===== src/rtl/usb_ctrl_in_tx.sv =====
// EP0 control-IN data-stage transmitter: streams a descriptor from byte memory into the usbcorev core.
// Build option USB_CTRL_IN_STALL_EN: a request with desc_len == 0 is answered with STALL instead of a ZLP.
module usb_ctrl_in_tx #(
    parameter int MAX_PKT = 64,
    parameter int ADDR_W  = 8,
    parameter int LEN_W   = 16
) (
    input  logic              clk48mhz,
    input  logic              rst,
    input  logic              usb_rst,
    input  logic              start,
    input  logic [ADDR_W-1:0] desc_base,
    input  logic [LEN_W-1:0]  desc_len,
    input  logic [LEN_W-1:0]  w_length,
    output logic [ADDR_W-1:0] mem_addr,
    input  logic [7:0]        mem_data,
    input  logic [3:0]        endpoint,
    input  logic              transaction_active,
    input  logic              direction_in,
    input  logic              setup,
    input  logic              data_strobe,
    input  logic              success,
    output logic [7:0]        data_in,
    output logic              data_in_valid,
    output logic              data_toggle,
    output logic [1:0]        handshake,
    output logic              busy,
    output logic              done
);
    localparam int CNT_W = $clog2(MAX_PKT) + 1;

    typedef enum logic [2:0] {S_IDLE, S_ARMED, S_SEND, S_COMMIT, S_STALLED} state_t;
    state_t state, state_n;

    logic              rst_any;
    logic              ta_q, strobe_q;
    logic              ta_rise, ta_fall, strobe_rise, in_tok, setup_tok;
    logic [ADDR_W-1:0] ptr, pkt_ptr;
    logic [LEN_W-1:0]  remaining, pkt_rem;
    logic [CNT_W-1:0]  pkt_cnt;
    logic              total_eq, ok_q, commit_ok, finish, stall_req;
    logic [1:0]        age;

    assign rst_any     = rst | usb_rst;
    assign ta_rise     = transaction_active & ~ta_q;
    assign ta_fall     = ~transaction_active & ta_q;
    assign strobe_rise = data_strobe & ~strobe_q;
    assign setup_tok   = ta_rise & setup & (endpoint == 4'd0);
    assign in_tok      = ta_rise & ~setup & direction_in & (endpoint == 4'd0);
    assign commit_ok   = ok_q | success;
    assign finish      = commit_ok &&
                         ((pkt_cnt < CNT_W'(MAX_PKT)) || ((pkt_rem == '0) && total_eq));
    assign mem_addr    = ptr;

`ifdef USB_CTRL_IN_STALL_EN
    assign stall_req = (desc_len == '0);
`else
    assign stall_req = 1'b0;
`endif

    always_ff @(posedge clk48mhz) begin
        if (rst_any) state <= S_IDLE;
        else         state <= state_n;
    end

    always_comb begin
        state_n       = state;
        handshake     = 2'b00;
        data_in_valid = 1'b0;
        busy          = 1'b1;
        case (state)
            S_IDLE: begin
                handshake = 2'b10;
                busy      = 1'b0;
                if (start) state_n = stall_req ? S_STALLED : S_ARMED;
            end
            S_ARMED: begin
                if (setup_tok)   state_n = S_IDLE;
                else if (in_tok) state_n = S_SEND;
            end
            S_SEND: begin
                // age==2 means data_in already reflects the byte at the current ptr
                data_in_valid = (age == 2'd2) && (pkt_cnt < CNT_W'(MAX_PKT)) && (pkt_rem != '0);
                if (setup_tok)    state_n = S_IDLE;
                else if (ta_fall) state_n = S_COMMIT;
            end
            S_COMMIT: begin
                if (setup_tok)   state_n = S_IDLE;
                else if (finish) state_n = S_IDLE;
                else             state_n = S_ARMED;
            end
            S_STALLED: begin
                handshake = 2'b11;
                if (setup_tok) state_n = S_IDLE;
            end
            default: state_n = S_IDLE;
        endcase
    end

    always_ff @(posedge clk48mhz) begin
        ta_q     <= transaction_active;
        strobe_q <= data_strobe;
        done     <= 1'b0;
        if (state != S_IDLE) data_in <= mem_data;
        if (age != 2'd2) age <= age + 2'd1;
        case (state)
            S_IDLE: begin
                if (start) begin
                    ptr         <= desc_base;
                    remaining   <= (desc_len < w_length) ? desc_len : w_length;
                    total_eq    <= (desc_len >= w_length);
                    data_toggle <= 1'b1;
                    age         <= 2'd0;
                end
            end
            S_ARMED: begin
                if (in_tok) begin
                    pkt_ptr <= ptr;
                    pkt_rem <= remaining;
                    pkt_cnt <= '0;
                    ok_q    <= 1'b0;
                end
            end
            S_SEND: begin
                if (success) ok_q <= 1'b1;
                if (strobe_rise && data_in_valid) begin
                    ptr     <= ptr + ADDR_W'(1);
                    pkt_rem <= pkt_rem - LEN_W'(1);
                    pkt_cnt <= pkt_cnt + CNT_W'(1);
                    age     <= 2'd0;
                end
            end
            S_COMMIT: begin
                if (!setup_tok) begin
                    if (commit_ok) begin
                        remaining   <= pkt_rem;
                        data_toggle <= ~data_toggle;
                    end else begin
                        // host did not ACK: rewind so the same packet is offered again
                        ptr <= pkt_ptr;
                        age <= 2'd0;
                    end
                    done <= finish;
                end
            end
            default: ;
        endcase
        if (rst_any) begin
            ptr         <= '0;
            data_in     <= 8'd0;
            data_toggle <= 1'b0;
            done        <= 1'b0;
            ta_q        <= 1'b0;
            strobe_q    <= 1'b0;
            ok_q        <= 1'b0;
            age         <= 2'd0;
        end
    end

endmodule

===== config.mk =====
export PLATFORM = sky130hd
export DESIGN_NAME = usb_ctrl_in_tx
export DESIGN_NICKNAME = d
export VERILOG_FILES = /design/src/rtl/usb_ctrl_in_tx.sv
export SDC_FILE = /design/constraint.sdc
export NUM_CORES = 1
export LEC_CHECK = 0
export ABC_AREA = 1
export BUFFER_PORTS_ARGS = -buffer_cell sky130_fd_sc_hd__buf_2
export CAP_MARGIN = 20
export CORE_AREA = 10 10 101 103
export DETAILED_ROUTE_END_ITERATION = 8
export DIE_AREA = 0 0 111 113
export HOLD_SLACK_MARGIN = 0.12
export PLACE_DENSITY_LB_ADDON = 0.2
export SYNTH_ARGS = -nofsm -noshare
export SYNTH_HDL_FRONTEND = slang
export SYNTH_SLANG_ARGS = --single-unit
export TNS_END_PERCENT = 100

===== constraint.sdc =====
create_clock -name clk48mhz -period 3 [get_ports clk48mhz]
set_clock_uncertainty 0.15 [all_clocks]
set_input_delay 0.45 -clock clk48mhz [delete_from_list [all_inputs] [get_ports clk48mhz]]
set_output_delay 0.45 -clock clk48mhz [all_outputs]
set_load 0.05 [all_outputs]

# After elaboration in Yosys (flattened, before gate mapping)
# Index checks and enable logic that the tools add are counted.
[word_totals]
ff_bits = 74
in_bits = 61
out_inout_bits = 22
word_cells = 116
[classes]
addsub = 4
order_cmp = 3
eq_ne = 16
mux = 41
bitwise_logic = 16
reduce_logical = 22
[op_table]
columns = ["cell", "n"]
rows = [
  ["2-to-1 mux 16 bit", 6],
  ["case mux 16 bit (2 select lines)", 2],
  ["2-to-1 mux 8 bit", 4],
  ["case mux 8 bit (3 select lines)", 1],
  ["2-to-1 mux 3 bit", 6],
  ["inequality test 2 bit (second input constant)", 9],
  ["greater-or-equal comparator 16 bit", 1],
  ["zero test 16 bit", 1],
  ["< comparator 16 bit", 1],
  ["nonzero test 16 bit", 1],
  ["subtractor 16 x 1 -> 16 bit (second input constant)", 1],
  ["case mux 3 bit (5 select lines)", 1],
  ["2-to-1 mux 7 bit", 2],
  ["case mux 7 bit (2 select lines)", 1],
  ["2-to-1 mux 2 bit", 5],
  ["2-to-1 mux 1 bit", 9],
  ["adder 8 x 1 -> 8 bit (second input constant)", 1],
  ["bitwise AND 1 bit", 8],
  ["AND reduction 4 bit", 2],
  ["adder 7 x 1 -> 7 bit (second input constant)", 1],
  ["< comparator 7 bit (second input constant)", 1],
  ["equality test 3 x 2 -> 1 bit (second input constant)", 2],
  ["inequality test 3 bit (second input constant)", 2],
  ["inverter 1 bit", 6],
  ["18 further kinds", 28],
]

# Longest topological paths before layout
[logic_depth]
ltp_word = 8
depth_mapped = 15
depth_no_buf = 14

# Worst setup path after synthesis
# OpenSTA, ideal clock, no wires.
[synth_path]
path_type = "input port to flip-flop"
from = "input port endpoint[3]"
to = "register pkt_cnt[0] (enable)"
setup_ns = 0.380
arrival_time_ns = 1.839
t_required_ns = 2.470
slack_ns = 0.632
path_stages = 7
path_buffers = 0
cell_sequence = "nor2_1 -> nand3_1 -> inv_1 -> nand3_1 -> nor2_1 -> inv_1 -> nand2_1"
[synth_via]
elab_chain_cells = 4
[synth_lines]
columns = ["element", "line", "rtl"]
rows = [
  ["from (decl)", "17", "input logic [3:0] endpoint,"],
  ["zero test 4 bit", "49", "assign in_tok = ta_rise & ~setup & direction_in & (endpoint == 4'd0);"],
  ["bitwise AND 1 bit", "49", ""],
  ["inequality test 2 bit (no source line)", "--", ""],
  ["AND reduction 3 bit (no source line)", "--", ""],
  ["to (signal assigned)", "129", "pkt_cnt <= pkt_cnt + CNT_W'(1);"],
  ["to (decl)", "40", "logic [CNT_W-1:0] pkt_cnt;"],
]
# Every way passes these cells.
# A chain may end at the register's enable or synchronous reset.

# Worst setup path after layout
[layout_path]
from = "register pkt_rem[0]"
to = "output port data_in_valid"
[layout_via]
elab_chain_cells = 3
[layout_lines]
columns = ["element", "line", "rtl"]
rows = [
  ["from (decl)", "39", "logic [LEN_W-1:0] remaining, pkt_rem;"],
  ["from (signal assigned)", "119", "pkt_rem <= remaining;"],
  ["from (signal assigned)", "128", "pkt_rem <= pkt_rem - LEN_W'(1);"],
  ["nonzero test 16 bit", "83", "data_in_valid = (age == 2'd2) && (pkt_cnt < CNT_W'(MAX_PKT)) && (pkt_rem != '0);"],
  ["logical AND 1 bit", "83", ""],
  ["2-to-1 mux 1 bit", "71", "case (state)"],
  ["to (decl)", "24", "output logic data_in_valid,"],
]
# Every way passes these cells.

==> results list <==
- Final weighted congestion in routability-driven placement: just under 0.9
- In this run the clock root is driven by a clkbuf_8.
* Post-synthesis instance area: 4500 um^2
* Fillers: 715
* WHS Endpoint: data_in[3]
- Synth top area cells: edfxtp_1, nand2_1, dfxtp_1
- Rows: 33
* Register clock-pin slew on the reported worst setup and hold paths: approximately 80 ps
* Period utilisation layout: between 80% and 90%
- R2r worst-path depth: 8
- The finished cells cover about 5200 um^2.
- Post-synthesis sequential element count: 73
* Starting DRT DRC Count: 299
- TritonCTS built the clock tree.
* Average cell area after synthesis: approximately 7.7 um^2
- For the worst setup path, the data arrival time is roughly 1800 ps.
- Worst hold path depth: 3
* Highest clock frequency the design can meet: 411 MHz
* Ports placed on the boundary: slightly above 80
- CP cell instances: inv_1, ha_1, nand2_1, nor2_4, nand3_2, nand2_1, inv_1, buf_2
- Min-Delay Startpoint: mem_data[3]
- From synthesis to final layout, the design area changed by 14.7%.
- The synthesized design spends more area on one cell type than any other, namely edfxtp_1.
- Overflow after GRT: 0
* Post-DP Area: a little under 5000 um^2
- Pwr/cell area: between 400 and 500 nW/um^2
* Final HPWL from detailed placement: 8.04 mm
- Adding up every negative setup slack in the final design gives 0 ps.
- Cells fill 63.4% of the core in the end.
- Compound-cell area share of the yosys netlist: around 9.0%
- Via count of the first global-routing pass: around 3.9k
* Capturing point of the worst reg2reg path: data_toggle
- The floorplan step defined a die boundary enclosing 12500 um^2.
- Of all nets on the critical path, the largest fanout is 5.
- During synthesis, Yosys emitted a total of 0 warnings.
- After clock tree synthesis, the flow added hold-fix buffers numbering 0.
* Std-Cell Core Area: slightly above 8000 um^2
- In this run the deepest clock path goes through 2 buffers.
- In this run the post-CTS setup repair buffer count came out at 0.
- Run status: complete, no violations
- After synthesis, the largest area contributor takes up between 30% and 40% of total cell area.
- At the end of the flow, the number of nets in the layout was ~740.
- The number of clock buffers added by TritonCTS is 9.
* Final-layout worst hold slack: around 200 ps
* Nature of the critical path endpoint: output pin
* Slowest-stage cell, CP: edfxtp_1
- Sequential cell area fraction in the yosys report: 43.2%
- Post-synthesis cell count: ~580
* Multiplexer area fraction after synthesis: 0%
- Distinct cell type count after synthesis: 40
* Global-route wire length before repair: approximately 18 mm
* Setup Viol. Count Final: 0
- In this run the tightest slew margin relative to its limit is between 40 and 50%.
- After synthesis, the largest family of logic cells by area is simple AND/OR/NAND/NOR gates.
- The number of buffers and inverters on the critical path is 3.
- Measured along the x axis, the die boundary spans between 100 and 150 um.
- The largest single stage delay on the critical path is 430 ps.
- Period minus WS final: 2430 ps
* Most frequent cells in the layout: nand2_1, inv_1, buf_2
* Category of the worst setup path launch point: flop
- Drc violations: 0
- Detailed routing inserted a total of about 4.0k vias.
- For the worst setup path, the data required time is ~2400 ps.
- Number of maximum-capacitance violations: 0
* Clock Latency Late Sink: ~350 ps
- Average detailed-routed wire length per instance: 13.7 um
* Initial antenna violation count: 0
- The post-route netlist has a little under a fifth of its cells at a drive strength greater than 1.
- Post-Synth Simple-Gate Area: between 20 and 30%
- For this design the static power due to leakage is roughly 2.5 nW.
* Clock sink count: 73
- For this block, the routed nets add up to ~11 mm of wire.
* Initial standard-cell utilization of the core: 55.3%
* Worst r2r src: state[1]
- 0 antenna diodes ended up in the layout.
- Drt pass-1 iters: 5
* Reg-to-reg setup timing slack: roughly 760 ps
* DRT antenna net count: 0
- Measured slew at the worst slew-check pin: about 850 ps
- The worst setup path is of the reg -> out kind.
* Floorplan die height: around 110 um
* Total power: around 2.3 mW
- After detailed routing, the number of vias per cell comes to approximately 5.2.
- When the netlist entered floorplanning its net count stood at 666.
- Max Transition Viols Final: 0
- The worst-case IR drop observed on VDD is roughly 0.22 mV.
- RSZ-0062 raised after global routing: no
- Adder-Cell Fraction of Synth Area: between 5 and 6%
- The hold violation count in the final report is 0.
- The H-tree generated during clock tree synthesis spans 3 levels.
- Worst Hold Class: in -> reg
* Post_cts resized: 0
* Overall routing resource usage: around 17%
- Buffers added on ports: slightly above 80
* CP delay by family, top: simple AND/OR/NAND/NOR gates
- Maximum number of pins on one net before global-route repair: 29
* Most common cell after layout, fill and taps aside: nand2_1
- Post-synthesis xor/xnor area fraction: ~1.6%
-- worst max path at each step --
stage / startpoint / cells after the start / to / slack (ps)
final: pkt_rem[0] / 8 / data_in_valid / 570
after global routing: pkt_rem[0] / 8 / data_in_valid / 430
after CTS: pkt_rem[0] / 8 / data_in_valid / 540
after detailed placement: desc_len[11] / 9 / remaining[1] / 640
after global placement: w_length[11] / 10 / remaining[14] / 690
after floorplan: endpoint[3] / 7 / pkt_cnt[0] / 630
-- layout make-up --
cell class | instances | area, um^2 | share of cell area [%]
clock buffer | 13 | 201 | 3.91
timing repair buffer | 87 | 463 | 8.98
multi-input combinational | 406 | 2080 | 40.3
inverter | 85 | 324 | 6.28
sequential | 73 | 1940 | 37.7
clock inverter | 3 | 16.3 | 0.315
tap | 105 | 131 | 2.55
-- stage by stage --
step	setup WS (ps)	std cells
CTS	540	772
finish	567	772
floorplan	632	584
global placement	685	756
global route	427	772
detailed placement	637	756
-- synth_stat cells, drive strengths merged --
library cell / number
a211oi: 1
a21oi: 26
a22o: 2
a31oi: 5
and2: 1
buf: 18
clkbuf: 2
conb: 1
dfxtp: 25
edfxtp: 48
ha: 21
inv: 85
nand2: 150
nand3: 62
nand3b: 2
nand4: 3
nor2: 83
nor3: 1
nor4: 1
o211a: 1
o211ai: 1
o21a: 2
o21ai: 31
o21bai: 1
or2: 3
xnor2: 1
xor2: 7
-- cell families (layout without fill, tap and decap cells) --
family	Yosys count	after routing
AOI/OAI and AO/OA	70	70
xor gates and xnor gates	8	8
adders and majority gates	21	21
buffers and inverters	105	188
DFF	73	73
other	1	1
and+or+nand+nor	306	306
-- flip-flops by register name, summed over array words and instances, names as in the netlist --
| signal | count |
|---|---|
| age | 2 |
| data_in | 8 |
| data_toggle | 1 |
| done | 1 |
| mem_addr | 8 |
| ok_q | 1 |
| pkt_cnt | 7 |
| pkt_ptr | 8 |
| pkt_rem | 16 |
| remaining | 16 |
| state | 2 |
| strobe_q | 1 |
| ta_q | 1 |
| total_eq | 1 |
-- worst min-delay path, stage by stage --
cell and delay [ps]:
buf_2 70, o21ai_0 70, nor2_1 70
-- report_power, final --
part | total, mW | leakage (nW) | internal [mW] | switching, mW
clock | 0.817 | 0.116 | 0.445 | 0.373
combinational | 0.359 | 1.73 | 0.132 | 0.226
sequential | 1.14 | 0.659 | 1.12 | 0.0233
-- per-layer routing --
layer  up-vias  track usage [%]  wire length [um]
met1      1833             20.1              4610
met4         0             5.56               129
met2       116             28.3              5280
met3        13             3.86               567
li1       2035                -                 -
met5         -                0                 0
Power figures use the tool's default switching activity.
